File: src/rtl/aether_pifo_cmd_sched.sv
// ---------------------------------------------------------------------------
// aether_pifo_cmd_sched
//
// Root command scheduler for an Aether PIFO tree. Merges push requests from
// NREQ requesters and a single pop requester onto the one root-node command
// port. Pop wins over push, and pushes are picked round-robin. Consecutive
// root commands are spaced at least ISSUE_GAP cycles apart. The block tracks
// tree occupancy so that it refuses pushes when the tree is full and pops when
// it is empty. Pop data read from the root is returned POP_LAT+2 cycles after
// the pop is accepted.
//
// Ports
//   i_clk, i_arst_n          clock, asynchronous active-low reset
//   i_push_valid/i_push_data per-requester push request; requester k uses
//                            i_push_data[k*(MTW+PTW) +: MTW+PTW]
//   o_push_ready             one-hot push grant (combinational)
//   i_pop_valid/o_pop_ready  pop request and pop grant (combinational)
//   o_pop_rvalid/o_pop_rdata pop response strobe and data
//   o_n_valid/o_n_op/o_n_data registered root command (op 0=push, 1=pop)
//   i_n_pop_data             root head entry, sampled POP_LAT cycles after
//                            a pop command is driven
//   o_count/o_full/o_empty   tree occupancy
// ---------------------------------------------------------------------------
module aether_pifo_cmd_sched #(
    parameter int PTW       = 16,
    parameter int MTW       = 32,
    parameter int NREQ      = 4,
    parameter int CAPACITY  = 20,
    parameter int ISSUE_GAP = 2,
    parameter int POP_LAT   = 2,
    parameter int CW        = $clog2(CAPACITY + 1)
) (
    input  logic                      i_clk,
    input  logic                      i_arst_n,
    input  logic [NREQ-1:0]           i_push_valid,
    input  logic [NREQ*(MTW+PTW)-1:0] i_push_data,
    output logic [NREQ-1:0]           o_push_ready,
    input  logic                      i_pop_valid,
    output logic                      o_pop_ready,
    output logic                      o_pop_rvalid,
    output logic [MTW+PTW-1:0]        o_pop_rdata,
    output logic                      o_n_valid,
    output logic                      o_n_op,
    output logic [MTW+PTW-1:0]        o_n_data,
    input  logic [MTW+PTW-1:0]        i_n_pop_data,
    output logic [CW-1:0]             o_count,
    output logic                      o_full,
    output logic                      o_empty
);

    localparam int EW  = MTW + PTW;
    localparam int RRW = (NREQ > 1) ? $clog2(NREQ) : 1;
    localparam int CDW = (ISSUE_GAP > 1) ? $clog2(ISSUE_GAP) : 1;

    logic [RRW-1:0]     rr_ptr;
    logic [RRW-1:0]     rr_next;
    logic [CDW-1:0]     cooldown;
    logic [POP_LAT-1:0] pop_pipe;
    logic [CW-1:0]      count;

    logic               can_issue;
    logic               pop_grant;
    logic               push_any;
    logic [RRW-1:0]     push_idx;
    logic [NREQ-1:0]    push_grant;
    logic [EW-1:0]      push_sel_data;
    int                 rr_j;

    // Grants are qualified by the reset pin itself so that the ready outputs
    // read 0 for the whole time reset is asserted, even with valids high.
    always_comb begin
        can_issue     = i_arst_n && (cooldown == '0);
        pop_grant     = can_issue && i_pop_valid && (count != '0);
        push_any      = 1'b0;
        push_idx      = '0;
        push_grant    = '0;
        rr_j          = 0;
        if (can_issue && !pop_grant && (count != CW'(CAPACITY))) begin
            for (int i = 0; i < NREQ; i++) begin
                // Wrap at NREQ rather than at a power of two.
                rr_j = int'(rr_ptr) + i;
                if (rr_j >= NREQ) begin
                    rr_j = rr_j - NREQ;
                end
                if (!push_any && i_push_valid[rr_j]) begin
                    push_any = 1'b1;
                    push_idx = RRW'(rr_j);
                end
            end
        end
        if (push_any) begin
            push_grant[push_idx] = 1'b1;
        end
        push_sel_data = i_push_data[int'(push_idx)*EW +: EW];
        if (int'(push_idx) == NREQ - 1) begin
            rr_next = '0;
        end else begin
            rr_next = push_idx + RRW'(1);
        end
    end

    always_ff @(posedge i_clk or negedge i_arst_n) begin
        if (!i_arst_n) begin
            rr_ptr       <= '0;
            cooldown     <= '0;
            count        <= '0;
            pop_pipe     <= '0;
            o_n_valid    <= 1'b0;
            o_n_op       <= 1'b0;
            o_n_data     <= '0;
            o_pop_rvalid <= 1'b0;
            o_pop_rdata  <= '0;
        end else begin
            o_n_valid <= pop_grant | push_any;
            o_n_op    <= pop_grant;
            o_n_data  <= push_any ? push_sel_data : '0;

            if (pop_grant || push_any) begin
                cooldown <= CDW'(ISSUE_GAP - 1);
            end else if (cooldown != '0) begin
                cooldown <= cooldown - CDW'(1);
            end

            // Pop and push are mutually exclusive, so one adjust suffices.
            if (push_any) begin
                count  <= count + CW'(1);
                rr_ptr <= rr_next;
            end else if (pop_grant) begin
                count <= count - CW'(1);
            end

            // One stage per cycle of root read latency; the last stage marks
            // the cycle in which the root head is valid on i_n_pop_data.
            pop_pipe[0] <= o_n_valid & o_n_op;
            for (int i = 1; i < POP_LAT; i++) begin
                pop_pipe[i] <= pop_pipe[i-1];
            end

            o_pop_rvalid <= pop_pipe[POP_LAT-1];
            if (pop_pipe[POP_LAT-1]) begin
                o_pop_rdata <= i_n_pop_data;
            end
        end
    end

    assign o_push_ready = push_grant;
    assign o_pop_ready  = pop_grant;
    assign o_count      = count;
    assign o_full       = (count == CW'(CAPACITY));
    assign o_empty      = (count == '0);

endmodule

File: config.mk
export PLATFORM = sky130hd
export DESIGN_NAME = aether_pifo_cmd_sched
export DESIGN_NICKNAME = d
export VERILOG_FILES = /design/src/rtl/aether_pifo_cmd_sched.sv
export SDC_FILE = /design/constraint.sdc
export NUM_CORES = 1
export LEC_CHECK = 0
export BUFFER_PORTS_ARGS = -buffer_cell sky130_fd_sc_hd__buf_2
export CORE_AREA = 2 2 137 139
export CTS_BUF_LIST = sky130_fd_sc_hd__clkbuf_4
export DETAILED_ROUTE_END_ITERATION = 7
export DIE_AREA = 0 0 139 141
export PLACE_DENSITY = 0.69
export SETUP_SLACK_MARGIN = 0.1
export SLEW_MARGIN = 5
export SYNTH_ARGS = -nofsm -noshare
export SYNTH_HDL_FRONTEND = slang
export SYNTH_SLANG_ARGS = --single-unit
File: constraint.sdc
create_clock -name i_clk -period 4.2 [get_ports i_clk]
set_input_delay 0.84 -clock i_clk [delete_from_list [all_inputs] [get_ports i_clk]]
set_output_delay 0.84 -clock i_clk [all_outputs]
set_load 0.02 [all_outputs]
==> flow_metrics.env <==
export IMPL_status="finished clean"
export IMPL_skew_ps=36.2
export IMPL_crit_top_cell="or3_1"
export IMPL_crit_required_ps=3360
export IMPL_avgSynthCellArea_um2=13.2
export IMPL_slowest_stage="or3_4"
export IMPL_path_cells="or3_1, o31a_1, or3_4, or3_1, ha_1, and2_1, buf_2"
export IMPL_synth_simple_area_share=0.0373
export IMPL_synthToLayoutAreaGrowth_pct=42.8
export IMPL_place_congestion=0.868
export IMPL_critPathKind="flop to output port"
export IMPL_synth_compound_area_share=0.0765
export IMPL_rsz0062_at_grt="no"
export IMPL_antenna_left=0
export IMPL_row_count=50
export IMPL_port_buffers=357
export IMPL_cts_root_buf="clkbuf_4"
export IMPL_ys_ff_latch=108
export IMPL_die_h_um=141
export IMPL_synth_async_reset_ratio=1.00
export IMPL_ys_seq_area_frac=0.526
export IMPL_grt_ovfl_total=0
export IMPL_initial_core_util=0.281
export IMPL_final_common_cell="buf_2"
export IMPL_dieWidth_um=139
export IMPL_dp_hpwl_um=12600
export IMPL_synth_top_area_frac=0.526
export IMPL_vias_per_cell=4.54
export IMPL_drt_total_wl_um=15800
export IMPL_synth_top_cell_by_area="dfrtp_1"
export IMPL_drtPass1Iterations=4
export IMPL_final_cell_mix="buf_2, dfrtp_1, mux2i_1"
export IMPL_relSlewSlack=0.323
export IMPL_antenna_found_initial=1
export IMPL_synth_edff_count=0
export IMPL_core_mm2=0.0183
export IMPL_synthMuxAreaShare=0.303
export IMPL_num_nets_final=994
export IMPL_fin_crit_sh=0.934
export IMPL_synthXorXnorAreaFrac=0.00682
export IMPL_synthAdderAreaFrac=0.0209
export IMPL_clock_fmax_mhz=255
export IMPL_cp_top_family="simple AND/OR/NAND/NOR gates"
export IMPL_grt_max_degree=97
export IMPL_htree_levels=3
export IMPL_grt_pass1_vias=4492
export IMPL_setup_viol=0
export IMPL_ir_drop_v=0.000418
export IMPL_syn_area_mm2=0.00514
export IMPL_synth_cell_types=37
export IMPL_drv_slew=0
export IMPL_layout_drive_gt1_share=0.594
export IMPL_power_density_mw_per_mm2=547
export IMPL_critPathLaunchType="flop"
export IMPL_fin_cells=979
export IMPL_final_hold_viol_count=0
export IMPL_drcViolationCount=0
export IMPL_finalInstanceArea_mm2=0.00734
export IMPL_ys_top_cells_by_area="dfrtp_1, mux2i_1, mux2_2"
export IMPL_syn_nets=644
export IMPL_hold_class="flop to flop"
export IMPL_cts_buffer_depth=2
export IMPL_place_area_mm2=0.00716
export IMPL_p_leak_nw=3.98
export IMPL_cts_hold_buf=0
export IMPL_synthFlopType="dfrtp_1"
export IMPL_regArea_mm2=0.00271
export IMPL_multi_input_area_mm2=0.00231
export IMPL_max_stage_delay_ps=450
export IMPL_cap_violations=0
export IMPL_synth_top_family_by_area="multiplexers"
export IMPL_grt_pass1_wl_um=23800
export IMPL_cts_sinks=108
export IMPL_total_power_mw=4.01
export IMPL_worstSetupEndpointType="output port"
export IMPL_cts_tree="yes"
export IMPL_path_max_fanout=4
export IMPL_worst_pin_slew_ps=1010
export IMPL_period_needed_ps=3920
export IMPL_crit_arrival_ps=3080
export IMPL_nFillCells=1813
export IMPL_dp_cells=959
export IMPL_vias=4443
export IMPL_io_pins=358
export IMPL_critical_path_buf_inv_count=1
export IMPL_die_area_mm2=0.0196
export IMPL_grtUsageTotal=0.155
export IMPL_drt_iter0_drc=132
export IMPL_wl_per_cell_um=16.1
export IMPL_synth_cells=389
export IMPL_cts_made_buffers=9
export IMPL_setup_tns_ps=0
export IMPL_clkTransAtPathRegs_ps=200
export IMPL_yosysWarnings=0
export IMPL_clkLatencyLatePin_ps=490
## what timing repair did
action,in CTS,in global routing
resized for setup,0,2
endpoints found under the setup margin,0,4
setup buffers,0,3
## layout make-up
class,instances,area share
Multi-Input combinational cell,251,0.315
Clock buffer,9,0.00921
Timing Repair Buffer,365,0.254
Tap cell,234,0.0399
Inverter,4,0.00205
Sequential cell,108,0.369
Antenna cell,1,0.000341
Clock inverter,7,0.0113
## cells by family (layout without fill, tap and decap cells)
group | Yosys count | in the layout
compound gates | 61 | 61
buf+inv | 30 | 385
flops | 108 | 108
xor+xnor | 4 | 4
simple gates | 29 | 29
other cells | 0 | 1
mux | 149 | 149
fa+ha+maj | 8 | 8
## through the flow
stage               setup WS (ps)  hold WS, ps   util
CTS                           164          347  0.400
finish                        277          334  0.402
floorplan                     898          331      -
global route                  107          362  0.402
detailed placement            754          336  0.392
global placement              796          332  0.392
## power by group
part | internal, mW | switching, mW | leakage, nW
Combinational | 0.866 | 1.10 | 2.53
Clock | 0.142 | 0.389 | 0.0754
Sequential | 1.35 | 0.166 | 1.37
Total | 2.36 | 1.65 | 3.98
## state kept, by name, indices dropped and copies added, names as in the netlist
name / cells
o_n_data: 48
o_pop_rdata: 48
o_count: 5
pop_pipe: 2
rr_ptr: 2
cooldown: 1
o_n_op: 1
o_pop_rvalid: 1
## synthesized netlist by cell type (3+ instances only)
| cell | count |
|---|---|
| inv_1 | 3 |
| nor2_1 | 3 |
| buf_4 | 3 |
| mux2i_1 | 97 |
| clkbuf_1 | 16 |
| nand2b_1 | 3 |
| a21oi_1 | 3 |
| and2_1 | 5 |
| dfrtp_1 | 108 |
| a21o_1 | 3 |
| nand2_1 | 3 |
| ha_1 | 7 |
| mux2_2 | 52 |
| buf_6 | 3 |
| nor3_1 | 3 |
| o22ai_1 | 47 |
| buf_2 | 4 |
## final timing paths
kind,from,to,slack [ps],depth (start not counted)
min reg2reg,pop_pipe[0],pop_pipe[1],330,0
min in group asynchronous,i_arst_n,o_n_data[13],520,2
max,o_count[3],o_push_ready[0],280,7
max in group asynchronous,i_arst_n,o_pop_rdata[3],2460,3
min,pop_pipe[0],pop_pipe[1],330,0
max reg2reg,o_count[3],o_count[4],1020,9
## routing by layer
metal,part of all wire,GRT usage,vias to the layer above
met4,0.016,0.0553,0
met1,0.41,0.194,2057
li1,-,-,2144
met5,0,0,-
met2,0.50,0.265,223
met3,0.076,0.0350,19
No activity file was read; power rests on OpenSTA's default activity.
